$ cat src/rtl/lsu_mem_initiator_if.sv
// Execute-stage request/response channel plus the NPC data-memory port.
// master = the load/store initiator, slave = execute stage and memory.
interface lsu_mem_initiator_if;
  logic        req_valid;
  logic        req_ready;
  logic        req_wen;
  logic [1:0]  req_size;
  logic        req_unsgn;
  logic [31:0] req_addr;
  logic [31:0] req_wdata;
  logic        resp_valid;
  logic        resp_ready;
  logic [31:0] resp_rdata;
  logic        resp_err;
  logic        mem_valid;
  logic [31:0] mem_raddr;
  logic        mem_wen;
  logic [31:0] mem_waddr;
  logic [7:0]  mem_wmask;
  logic [31:0] mem_wdata;
  logic [31:0] mem_rdata;

  modport master (
    input  req_valid, req_wen, req_size, req_unsgn, req_addr, req_wdata,
    input  resp_ready, mem_rdata,
    output req_ready, resp_valid, resp_rdata, resp_err,
    output mem_valid, mem_raddr, mem_wen, mem_waddr, mem_wmask, mem_wdata
  );

  modport slave (
    output req_valid, req_wen, req_size, req_unsgn, req_addr, req_wdata,
    output resp_ready, mem_rdata,
    input  req_ready, resp_valid, resp_rdata, resp_err,
    input  mem_valid, mem_raddr, mem_wen, mem_waddr, mem_wmask, mem_wdata
  );
endinterface

$ cat src/rtl/lsu_mem_initiator.sv
// Single-outstanding load/store initiator: word-aligns a request, holds the memory
// access for MEM_LAT cycles, and returns extended load data or store completion.

// One byte lane: store byte-enable/data for the incoming request, load byte for the
// registered offset.
module lsu_mem_lane #(
  parameter int LANE      = 0,
  parameter int NUM_LANES = 4,
  parameter int VEC_W     = 8
) (
  input  logic [$clog2(NUM_LANES)-1:0]    st_off,
  input  logic [1:0]                      st_size,
  input  logic [NUM_LANES-1:0][VEC_W-1:0] st_data,
  input  logic [$clog2(NUM_LANES)-1:0]    ld_off,
  input  logic [NUM_LANES-1:0][VEC_W-1:0] ld_data,
  output logic                            wmask,
  output logic [VEC_W-1:0]                wbyte,
  output logic [VEC_W-1:0]                rbyte
);
  localparam int OW = $clog2(NUM_LANES);
  localparam logic [OW:0] LANE_I = LANE[OW:0];

  logic [OW:0] st_src, ld_src, st_hi;

  // Bit OW of the source index flags a lane shifted in from outside the word.
  assign st_src = LANE_I - {1'b0, st_off};
  assign ld_src = LANE_I + {1'b0, ld_off};
  assign st_hi  = {1'b0, st_off} + {{OW{1'b0}}, 1'b1};

  assign wbyte = st_src[OW] ? '0 : st_data[st_src[OW-1:0]];
  assign rbyte = ld_src[OW] ? '0 : ld_data[ld_src[OW-1:0]];

  always_comb begin
    wmask = 1'b0;
    case (st_size)
      2'b00:   wmask = (st_off == LANE_I[OW-1:0]);
      2'b01:   wmask = (st_off == LANE_I[OW-1:0]) | (st_hi == LANE_I);
      2'b10:   wmask = 1'b1;
      default: wmask = 1'b0;
    endcase
  end
endmodule

module lsu_mem_initiator #(
  parameter int MEM_LAT = 1
) (
  input  logic                 clk,
  input  logic                 rst_n,
  lsu_mem_initiator_if.master  bus
);
  localparam int NUM_LANES = 4;
  localparam int VEC_W     = 8;
  localparam int CW        = (MEM_LAT > 1) ? $clog2(MEM_LAT) : 1;
  localparam logic [CW-1:0] CNT_LAST = CW'(MEM_LAT - 1);

  typedef enum logic [1:0] {IDLE = 2'd0, REQ = 2'd1, RESP = 2'd2} state_t;

  state_t                           state;
  logic [CW-1:0]                    cnt;
  logic                             r_wen;
  logic                             r_unsgn;
  logic [1:0]                       r_size;
  logic [1:0]                       r_off;
  logic [NUM_LANES-1:0]             st_mask;
  logic [NUM_LANES-1:0][VEC_W-1:0]  st_data;
  logic [NUM_LANES-1:0][VEC_W-1:0]  ld_bytes;
  logic [31:0]                      ld_word;
  logic [31:0]                      ld_ext;
  logic [31:0]                      word_addr;
  logic                             misalign;

  for (genvar i = 0; i < NUM_LANES; i++) begin : g_lane
    lsu_mem_lane #(.LANE(i), .NUM_LANES(NUM_LANES), .VEC_W(VEC_W)) u_lane (
      .st_off  (bus.req_addr[1:0]),
      .st_size (bus.req_size),
      .st_data (bus.req_wdata),
      .ld_off  (r_off),
      .ld_data (bus.mem_rdata),
      .wmask   (st_mask[i]),
      .wbyte   (st_data[i]),
      .rbyte   (ld_bytes[i])
    );
  end

  assign ld_word   = ld_bytes;
  assign word_addr = {bus.req_addr[31:2], 2'b00};
  assign misalign  = (bus.req_size == 2'b11)
                   | ((bus.req_size == 2'b01) & bus.req_addr[0])
                   | ((bus.req_size == 2'b10) & (|bus.req_addr[1:0]));

  always_comb begin
    ld_ext = ld_word;
    case (r_size)
      2'b00:   ld_ext = {{24{~r_unsgn & ld_word[7]}},  ld_word[7:0]};
      2'b01:   ld_ext = {{16{~r_unsgn & ld_word[15]}}, ld_word[15:0]};
      default: ld_ext = ld_word;
    endcase
  end

  always_ff @(posedge clk or negedge rst_n) begin
    if (!rst_n) begin
      state          <= IDLE;
      cnt            <= '0;
      r_wen          <= 1'b0;
      r_unsgn        <= 1'b0;
      r_size         <= 2'b00;
      r_off          <= 2'b00;
      bus.req_ready  <= 1'b1;
      bus.resp_valid <= 1'b0;
      bus.resp_err   <= 1'b0;
      bus.resp_rdata <= '0;
      bus.mem_valid  <= 1'b0;
      bus.mem_wen    <= 1'b0;
      bus.mem_raddr  <= '0;
      bus.mem_waddr  <= '0;
      bus.mem_wmask  <= '0;
      bus.mem_wdata  <= '0;
    end else begin
      case (state)
        IDLE: begin
          if (bus.req_valid) begin
            r_wen         <= bus.req_wen;
            r_unsgn       <= bus.req_unsgn;
            r_size        <= bus.req_size;
            r_off         <= bus.req_addr[1:0];
            cnt           <= '0;
            bus.req_ready <= 1'b0;
            if (misalign) begin
              state          <= RESP;
              bus.resp_valid <= 1'b1;
              bus.resp_err   <= 1'b1;
              bus.resp_rdata <= '0;
            end else begin
              state         <= REQ;
              bus.mem_valid <= 1'b1;
              bus.mem_wen   <= bus.req_wen;
              bus.mem_raddr <= word_addr;
              bus.mem_waddr <= word_addr;
              bus.mem_wmask <= bus.req_wen ? {4'b0000, st_mask} : 8'h00;
              bus.mem_wdata <= bus.req_wen ? st_data : '0;
            end
          end
        end
        REQ: begin
          // The write strobe covers only the first REQ cycle.
          bus.mem_wen   <= 1'b0;
          bus.mem_wmask <= 8'h00;
          bus.mem_wdata <= '0;
          if (cnt == CNT_LAST) begin
            state          <= RESP;
            bus.mem_valid  <= 1'b0;
            bus.mem_raddr  <= '0;
            bus.mem_waddr  <= '0;
            bus.resp_valid <= 1'b1;
            bus.resp_err   <= 1'b0;
            bus.resp_rdata <= r_wen ? 32'h0 : ld_ext;
          end else begin
            cnt <= cnt + 1'b1;
          end
        end
        RESP: begin
          if (bus.resp_ready) begin
            state          <= IDLE;
            bus.req_ready  <= 1'b1;
            bus.resp_valid <= 1'b0;
            bus.resp_err   <= 1'b0;
            bus.resp_rdata <= '0;
          end
        end
        default: state <= IDLE;
      endcase
    end
  end
endmodule

$ cat src/flat_wrapper.sv
// flat-port wrapper written by rule: the top's interface ports become plain ports
module lsu_mem_initiator_flat 
#(
  parameter int MEM_LAT = 1
)
  (clk, rst_n, bus_req_valid, bus_req_wen, bus_req_size, bus_req_unsgn, bus_req_addr, bus_req_wdata, bus_resp_ready, bus_mem_rdata, bus_req_ready, bus_resp_valid, bus_resp_rdata, bus_resp_err, bus_mem_valid, bus_mem_raddr, bus_mem_wen, bus_mem_waddr, bus_mem_wmask, bus_mem_wdata);
  lsu_mem_initiator_if bus_i ();
  input  logic clk;
  input  logic rst_n;
  input wire logic [$bits(bus_i.req_valid)-1:0] bus_req_valid;
  input wire logic [$bits(bus_i.req_wen)-1:0] bus_req_wen;
  input wire logic [$bits(bus_i.req_size)-1:0] bus_req_size;
  input wire logic [$bits(bus_i.req_unsgn)-1:0] bus_req_unsgn;
  input wire logic [$bits(bus_i.req_addr)-1:0] bus_req_addr;
  input wire logic [$bits(bus_i.req_wdata)-1:0] bus_req_wdata;
  input wire logic [$bits(bus_i.resp_ready)-1:0] bus_resp_ready;
  input wire logic [$bits(bus_i.mem_rdata)-1:0] bus_mem_rdata;
  output wire logic [$bits(bus_i.req_ready)-1:0] bus_req_ready;
  output wire logic [$bits(bus_i.resp_valid)-1:0] bus_resp_valid;
  output wire logic [$bits(bus_i.resp_rdata)-1:0] bus_resp_rdata;
  output wire logic [$bits(bus_i.resp_err)-1:0] bus_resp_err;
  output wire logic [$bits(bus_i.mem_valid)-1:0] bus_mem_valid;
  output wire logic [$bits(bus_i.mem_raddr)-1:0] bus_mem_raddr;
  output wire logic [$bits(bus_i.mem_wen)-1:0] bus_mem_wen;
  output wire logic [$bits(bus_i.mem_waddr)-1:0] bus_mem_waddr;
  output wire logic [$bits(bus_i.mem_wmask)-1:0] bus_mem_wmask;
  output wire logic [$bits(bus_i.mem_wdata)-1:0] bus_mem_wdata;
  assign bus_i.req_valid = bus_req_valid;
  assign bus_i.req_wen = bus_req_wen;
  assign bus_i.req_size = bus_req_size;
  assign bus_i.req_unsgn = bus_req_unsgn;
  assign bus_i.req_addr = bus_req_addr;
  assign bus_i.req_wdata = bus_req_wdata;
  assign bus_i.resp_ready = bus_resp_ready;
  assign bus_i.mem_rdata = bus_mem_rdata;
  assign bus_req_ready = bus_i.req_ready;
  assign bus_resp_valid = bus_i.resp_valid;
  assign bus_resp_rdata = bus_i.resp_rdata;
  assign bus_resp_err = bus_i.resp_err;
  assign bus_mem_valid = bus_i.mem_valid;
  assign bus_mem_raddr = bus_i.mem_raddr;
  assign bus_mem_wen = bus_i.mem_wen;
  assign bus_mem_waddr = bus_i.mem_waddr;
  assign bus_mem_wmask = bus_i.mem_wmask;
  assign bus_mem_wdata = bus_i.mem_wdata;
  lsu_mem_initiator #(.MEM_LAT(MEM_LAT)) u_core (.clk(clk), .rst_n(rst_n), .bus(bus_i));
endmodule
$ cat config.mk
export PLATFORM = sky130hd
export DESIGN_NAME = lsu_mem_initiator_flat
export DESIGN_NICKNAME = d
export VERILOG_FILES = /design/src/rtl/lsu_mem_initiator_if.sv /design/src/rtl/lsu_mem_initiator.sv /design/src/flat_wrapper.sv
export SDC_FILE = /design/constraint.sdc
export NUM_CORES = 1
export LEC_CHECK = 0
export BUFFER_PORTS_ARGS = -buffer_cell sky130_fd_sc_hd__buf_2
export CAP_MARGIN = 20
export CORE_MARGIN = 1.5
export CORE_UTILIZATION = 49
export DETAILED_ROUTE_END_ITERATION = 10
export PLACE_DENSITY = 0.81
export SYNTH_ARGS = -nofsm -noshare
export SYNTH_HDL_FRONTEND = slang
export SYNTH_SLANG_ARGS = --single-unit
$ cat constraint.sdc
create_clock -name clk -period 3.52 [get_ports clk]
set_input_delay 0.352 -clock clk [delete_from_list [all_inputs] [get_ports clk]]
set_output_delay 0.352 -clock clk [all_outputs]
set_load 0.1 [all_outputs]
# Yosys cells after proc, flatten, opt, wreduce, memory -nomap -nowiden
# Index checks and enable logic that the tools add are counted.
# totals
reg_bits	118
in_bits	104
output_inout_bits	141
word_cells	145
# op_classes
n_addsub	9
order_cmp	8
n_eq_ne	17
mux	69
bitwise	11
n_reduce_logical	16
# op_table
op	n
$mux W32	11
$pmux W32 S2	3
$mux W8	17
$bmux W8 S2	8
$pmux W32 S3	1
$lt A2 B3 Y1 const B	8
$pmux W1 S3	6
$pmux W8 S2	1
$mux W1	12
$eq A2 B2 Y1 const B	5
$reduce_and A3 Y1	3
$eq A2 B1 Y1 const B	4
$logic_not A2 Y1	4
$mux W2	4
$ne A2 B2 Y1 const B	4
$pmux W1 S2	4
$add A2 B2 Y3 const A	2
$eq A3 B2 Y1 const B	2
$or A1 B1 Y1	6
$pmux W2 S3	1
$sub A1 B2 Y3 const A	2
$sub A2 B2 Y3 const A	2
$reduce_and A5 Y1	1
$and A1 B1 Y1	4
other kinds (13)	15

# Longest topological paths before layout
# Gate-level depths: netlist (run 1).
# depth
depth_word	9
mapped_depth	12
depth_no_buf	7

# Hierarchy
# A second synthesis (run 1) with hierarchy kept.
# hier_totals
hier_cells	577
area_unflattened_um2	6598.8
# by_module_without_submodules
mod	n_inst	cells_each	area_each_um2	seq_area_each_um2
lsu_mem_initiator	1	383	4792.1	2778.9
lsu_mem_lane at u_core.g_lane[0].u_lane	1	46	491.7	0.0
lsu_mem_lane at u_core.g_lane[3].u_lane	1	44	478.0	0.0
lsu_mem_lane at u_core.g_lane[2].u_lane	1	53	425.4	0.0
lsu_mem_lane at u_core.g_lane[1].u_lane	1	51	411.6	0.0

# Worst setup path before layout (run 1)
# OpenSTA, ideal clock, no wires.
# synth_path
kind	register to register
start	reg u_core.r_off[0]
end	reg u_core.bus.resp_rdata[13]
setup_ns	0.131
t_arrival_ns	2.569
required_ns	3.389
setup_slack_ns	0.821
path_stages_with_launch	11
n_path_buf	5
period_less_slack_ns	2.699
cell_sequence	dfrtp_1 -> buf_2 -> buf_2 -> buf_2 -> inv_1 -> ha_1 -> buf_1 -> clkbuf_1 -> mux4_2 -> a21oi_1 -> o21ai_0
# synth_between
elab_chain_len	8
elab_cells_between_ends	11
classes_between	add/sub: 1; mux: 9; bitwise: 1
# synth_rtl
item	line	text
from (decl)	lsu_mem_initiator.sv:63	logic [1:0] r_off;
from (signal assigned)	lsu_mem_initiator.sv:125	r_off <= bus.req_addr[1:0];
$add A1 B2 Y3	lsu_mem_initiator.sv:27	assign ld_src = LANE_I + {1'b0, ld_off};
$bmux W8 S2	lsu_mem_initiator.sv:31	assign rbyte = ld_src[OW] ? '0 : ld_data[ld_src[OW-1:0]];
$mux W8 (not written as such)	lsu_mem_initiator.sv:31	
$mux W8	lsu_mem_initiator.sv:31	
$pmux W32 S2 *	lsu_mem_initiator.sv:93	case (r_size)
$mux W32 *	lsu_mem_initiator.sv:156	bus.resp_rdata <= r_wen ? 32'h0 : ld_ext;
$mux W32 *	lsu_mem_initiator.sv:149	if (cnt == CNT_LAST) begin
$pmux W32 S3 *	lsu_mem_initiator.sv:119	case (state)
to (signal assigned)	lsu_mem_initiator.sv:156	
to (decl)	lsu_mem_initiator_if.sv:26	output req_ready, resp_valid, resp_rdata, resp_err,
# Mark *: on every way between the ends. The rest lies on a longest branch, timed or not. The select of a mux whose other input is x is not followed.
# A chain may end at the register's enable or synchronous reset.

# Worst setup path after layout (run 1)
# layout_path
start	reg u_core.r_off[1]
end	reg u_core.bus.resp_rdata[17]
# layout_between
elab_chain_len	9
elab_cells_between_ends	16
classes_between	add/sub: 2; mux: 12; bitwise: 2
# layout_rtl
item	line	text
$add A1 B2 Y3	lsu_mem_initiator.sv:27	
$bmux W8 S2	lsu_mem_initiator.sv:31	
$mux W8 (not written as such)	lsu_mem_initiator.sv:31	
$mux W8	lsu_mem_initiator.sv:31	
$and A1 B1 Y1	lsu_mem_initiator.sv:95	2'b01: ld_ext = {{16{~r_unsgn & ld_word[15]}}, ld_word[15:0]};
$pmux W32 S2 *	lsu_mem_initiator.sv:93	
$mux W32 *	lsu_mem_initiator.sv:156	
$mux W32 *	lsu_mem_initiator.sv:149	
$pmux W32 S3 *	lsu_mem_initiator.sv:119	
# Marked as above.

==> metrics, run 1 <==
leading post-synthesis cells by cell area=dfrtp_1 (46%), mux4_2 (8.7%), a22o_1 (7.0%), mux2i_1 (5.7%), buf_4 (4.9%); Hold Vio Cnt, Final=0; Post-CTS Setup Bufs=0; # DRC=0; Hold Path Class=primary input to asynchronous set/reset pin; Post-Route Setup TNS=0 ns; Slew headroom=38.99%; syn_area_per_cell=11.22 um^2; CP arrival=2.77 ns; post-cts sizing count=0; final cycle utilization of the critical path=72.13%; critical path type=flop to flop; Synth Cell Area=5981 um^2; commonest cells in the netlist=dfrtp_1 (110), nand2_1 (73), a22o_1 (48), buf_4 (39), mux2i_1 (34); FP Rows=40; max-cap viol count=0; share of layout cells above drive strength 1=43.33%; status=finished clean; drt initial violations=498; Post-synth ARST share=100.0%; FF-to-FF setup slack=0.98 ns; Yosys reg bits=111; CTS Buffer Depth=2; Post-synth top flop=dfrtp_1; max-slew violations=0; reg-to-reg endpoint=u_core.bus.resp_rdata[17]; I/O Pins=245; chip height=113.5 um; width of the die=113.5 um; YS warnings=0; RSZ-0062 raised after global routing=no; worst path required time=3.75 ns; die area=12880 um^2; routed wire length per instance=18.88 um; Crit Path Max Fanout=16; GRT Total Usage=25.55%; Worst Clk Skew=0.008441 ns; Setup violations, final=0; Synth top area share=46.03%; Placer Congestion=0.8859; ANT nets after route=0; Layout area overhead=22.70%; Crit. End Element=flop; RR Startpoint=u_core.r_off[1]; Root Driver=clkbuf_16; FF-to-FF path depth=7; port bufs=236; CTS sink count=111; Startpoint Class=flop; TritonRoute pass-1 iters=5; CTS tree=built; H-tree levels=3; Seq/Total Area, Yosys=46.46%; worst-margin pin slew=0.9152 ns; ant diodes=0; most common cell in the netlist=dfrtp_1; vias in the first global route=4857; hpwl dp=12550 um; Layout Nets=836; Clk Latency, worst-skew pair=0.35 ns; area leader, netlist=dfrtp_1; largest net degree at the start of global routing=70; Gate Count Post-Synth=533; Netlist cell types=47; GR Overflow Total=0; DR vias=5006; core area=11960 um^2; Worst-path clk slew=0.08 ns; Initial Util=50.00%; CTS buffer count=9; Final min period=2.539 ns; vias per cell=5.728; final wirelength=16500 um; first-pass GRT wire length=25410 um; FMAX=0.3939 GHz; Post-synth EDFFs=0; CTS Hold Bufs=0; initial antenna violation count=1
state kept, by name (all words and copies together) (netlist names), 2 cells and up:
name and flops:
u_core.bus.mem_wdata 32, u_core.bus.resp_rdata 32, u_core.bus.mem_raddr 30, u_core.bus.mem_wmask 4, u_core.r_off 2, u_core.r_size 2, u_core.state 2
worst max path at each step:
stage	endpoint	slack, ns	start
after floorplan	u_core.bus.resp_rdata[13]	0.82	u_core.r_off[0]
after global placement	u_core.bus.mem_wdata[19]	1.08	bus_req_addr[1]
after detailed placement	u_core.bus.mem_wdata[18]	0.95	bus_req_addr[1]
after CTS	u_core.bus.resp_rdata[17]	0.99	u_core.r_off[1]
after global routing	u_core.bus.resp_rdata[17]	0.76	u_core.r_off[1]
final	u_core.bus.resp_rdata[17]	0.98	u_core.r_off[1]
layout make-up:
class / count / area, um^2
Fill cell: 982 / 4623
Sequential cell: 111 / 2780
Multi-Input combinational cell: 345 / 2731
Timing Repair Buffer: 247 / 1279
Clock buffer: 9 / 225.2
Tap cell: 147 / 183.9
Clock inverter: 7 / 108.9
Inverter: 8 / 30.03
critical path: stages (launching register included):
cell	delay, ns
dfrtp_1	0.60
inv_2	0.20
ha_1	0.57
nor2b_1	0.19
a22oi_1	0.11
mux2i_1	0.19
nand3_2	0.35
o311ai_0	0.20
metal layers:
layer | up-vias | global-route usage (%) | wire (um)
li1 | 2278 | - | -
met1 | 2433 | 32.28 | 6411
met2 | 267 | 44.10 | 8342
met3 | 26 | 5.420 | 1381
met4 | 2 | 8.250 | 352
met5 | - | 0 | 13
cell usage in the layout (no fill, tap or decap), types with 8 or more instances in the layout:
cell / netlist / layout
a21oi_1: 28 / 28
nand2_1: 73 / 73
o31ai_1: 8 / 8
mux4_2: 23 / 23
mux2_2: 16 / 16
a22o_1: 48 / 48
nor2_1: 23 / 22
conb_1: 1 / 8
buf_2: 21 / 235
dfrtp_1: 110 / 109
o21ai_0: 24 / 24
ha_1: 10 / 10
o211ai_1: 8 / 8
mux2i_1: 34 / 34
buf_4: 39 / 11
clkbuf_16: 0 / 9
per-stage QoR:
step	utilization (%)	worst slack, ns	hold slack, ns	std cells	instance area, um^2
after global placement	58.56	1.078	0.4576	858	7004
after floorplan	-	0.8205	0.05641	540	6007
after detailed placement	58.56	0.9501	0.4686	858	7004
final	61.35	0.9810	0.1115	874	7338
after global routing	61.35	0.7636	0.1806	874	7338
after CTS	61.35	0.9862	0.1409	874	7338
kinds of logic after synthesis:
group                      count (synthesis)  synth area share (%)
AOI/OAI and AO/OA                        139                 16.88
adders and majority gates                 10                 2.092
buffers and inverters                     84                 8.536
DFF                                      111                 46.46
muxes                                     73                 17.36
other                                      1               0.06270
and+or+nand+nor                          115                 8.598
Power of run 1 is not shown: default switching activity piles up to over one toggle a cycle in this logic, so the estimate is an artifact.
==> run 2: changes to the inputs <==
==> constraint.sdc (replaced) <==
create_clock -name clk -period 2.6 [get_ports clk]
set_input_delay 0.26 -clock clk [delete_from_list [all_inputs] [get_ports clk]]
set_output_delay 0.26 -clock clk [all_outputs]
set_load 0.1 [all_outputs]
==> run 2 against run 1 <==
Net effect:
- first-iteration DRC count decreased by 40%
- die area unchanged
- sequential cell count unchanged
- utilization increased by 0.11 points
- non-clock buffer count increased by 6
- register-to-register slack got worse by 0.59 ns
- critical path depth unchanged
- maximum frequency increased by 15%
- routed wire length about the same
- sequential share of layout area decreased by 0.071 points
- clock skew decreased by 0.00085 ns
==> metrics, run 2 (same netlist as run 1, synthesis figures left out) <==
Final Util=61.46% (+0.11 points); GRT Total Usage=25.81% (+0.26 points); Slew headroom=64.04% (+25 points); logic depth of the worst path, buffers included=7 (unchanged); worst-margin pin slew=0.5431 ns (-0.3720 ns); initial antenna violation count=0 (-1); Root Driver=clkbuf_16; TritonRoute pass-1 iters=5 (unchanged); Post-CTS Setup Bufs=0 (unchanged); largest net degree at the start of global routing=67 (-4.3%); Layout Nets=842 (+0.72%); post-route cell area=7352 um^2 (+0.19%); cell family with most CP delay=buffers and inverters; CTS Buffer Depth=2 (unchanged); Placed Instances=863 (+0.58%); Layout area overhead=22.93%; Clk Latency, worst-skew pair=0.35 ns (about the same); CTS tree=built; Placer Congestion=0.8861 (about the same); CTS buffer count=9 (unchanged); dpl cell area=7054 um^2 (+0.71%); vias in the first global route=5052 (+4.0%); Hold Vio Cnt, Final=0 (unchanged); port bufs=236 (unchanged); worst-path cell chain=inv_1 -> ha_1 -> inv_1 -> o22ai_1 -> or3_1 -> buf_4 -> o311ai_0; Crit. End Element=flop; H-tree levels=3 (unchanged); CP arrival=2.43 ns (-0.34 ns); core area=11960 um^2 (unchanged); post-cts sizing count=0 (unchanged); FF-to-FF setup slack=0.39 ns (-0.59 ns); GR Overflow Total=0 (unchanged); most frequent cells in the layout=buf_2 (235), dfrtp_1 (109), nand2_1 (73), a22o_1 (48), mux2i_1 (34); Worst Clk Skew=0.007596 ns (-0.0008454 ns); RR Startpoint=u_core.state[0]; Setup violations, final=0 (unchanged); RSZ-0062 raised after global routing=no; die area=12880 um^2 (unchanged); Critical-path top delay cell=o311ai_0; Startpoint Class=flop; Hold Path Class=primary input to flop; CTS Hold Bufs=1 (+1); final cycle utilization of the critical path=84.93% (+13 points); Final min period=2.208 ns (-0.3308 ns); crit path from=u_core.state[0]; crit path to=u_core.bus.resp_rdata[17]; worst path required time=2.82 ns (-0.93 ns); share of layout cells above drive strength 1=43.66% (+0.33 points); top flop regs=u_core.bus.mem_wdata x32, u_core.bus.resp_rdata x32, u_core.bus.mem_raddr x30; reg-to-reg endpoint=u_core.bus.resp_rdata[17]; routed wire length per instance=18.75 um (-0.70%); hpwl dp=12550 um (about the same); CTS sink count=111 (unchanged); chip height=113.5 um (unchanged); Worst-path clk slew=0.08 ns (about the same); ANT nets after route=0 (unchanged); WP buf/inv=3 (+2); Max stage delay on crit path=0.41 ns (-0.19 ns); Post-Route Setup TNS=0 ns (unchanged); most common cell after layout, fill and taps aside=buf_2; FP Rows=40 (unchanged); # DRC=0 (unchanged); max-cap viol count=0 (unchanged); FMAX=0.4529 GHz (+15%); Finished Layout Cells=881 (+0.80%); DR vias=5087 (+1.6%); max-slew violations=0 (unchanged); status=finished clean; Initial Util=50.00% (unchanged); FF-to-FF path depth=7 (unchanged); Critical Path Most Common Cell=inv_1; vias per cell=5.774 (+0.81%); critical path type=flop to flop; drt initial violations=299 (-40%); first-pass GRT wire length=25790 um (+1.5%); I/O Pins=245 (unchanged); final wirelength=16520 um (about the same); width of the die=113.5 um (unchanged); Crit Path Max Fanout=52 (+36)
-- run 2: cell count changes in the layout (fill, tap and decap cells not counted), sizes merged --
cell	delta
inv	+1
clkinv	+1
buf	+5
dlygate4sd3	+1
bufinv	-2
diode	+1
-- run 2: how the worst min path moves through the flow --
stage / end / from / cells after the start / slack, ns
5_1_grt: u_core.bus.mem_raddr[21] / bus_req_addr[21] / 2 / 0.11
6_report: u_core.bus.mem_raddr[20] / bus_req_addr[20] / 2 / 0.12
3_5_place_dp: u_core.bus.resp_rdata[13] / rst_n / 1 / 0.15
3_3_place_gp: u_core.bus.resp_rdata[10] / rst_n / 1 / 0.15
4_1_cts: u_core.bus.mem_raddr[20] / bus_req_addr[20] / 2 / 0.10
2_1_floorplan: u_core.bus.mem_raddr[10] / rst_n / 0 / -0.04
-- run 2: final cells by class --
| class | count | area, um^2 |
|---|---|---|
| Timing Repair Buffer | 253 | 1339 |
| Sequential cell | 111 | 2780 |
| Inverter | 8 | 30.03 |
| Clock buffer | 9 | 225.2 |
| Fill cell | 998 | 4609 |
| Multi-Input combinational cell | 345 | 2731 |
| Clock inverter | 7 | 60.06 |
| Tap cell | 147 | 183.9 |
| Antenna cell | 1 | 2.502 |
-- run 2: worst reg2reg max path: cells and delay by family, from the launching register on --
| kind | cells | cell delay [ns] |
|---|---|---|
| flops | 1 | 0.40 |
| buf+inv | 3 | 0.55 |
| compound gates | 2 | 0.54 |
| simple gates | 1 | 0.31 |
| fa+ha+maj | 1 | 0.27 |
-- run 2: stage by stage --
| stage | setup WS, ns | hold WS [ns] |
|---|---|---|
| 2_1_floorplan | 0.02170 | -0.03559 |
| 3_3_place_gp | 0.4566 | 0.1465 |
| 3_5_place_dp | 0.3509 | 0.1469 |
| 4_1_cts | 0.3679 | 0.1032 |
| 5_1_grt | 0.1530 | 0.1127 |
| 6_report | 0.3919 | 0.1174 |
-- run 2: routing by layer --
| metal | vias to the layer above | routed length, um | global-route usage, % |
|---|---|---|---|
| li1 | 2295 | - | - |
| met1 | 2494 | 6352 | 31.86 |
| met2 | 269 | 8283 | 43.98 |
| met3 | 29 | 1487 | 7.014 |
| met4 | 0 | 393 | 8.833 |
| met5 | - | 0 | 0 |
Power of run 2 is left out for the same reason.
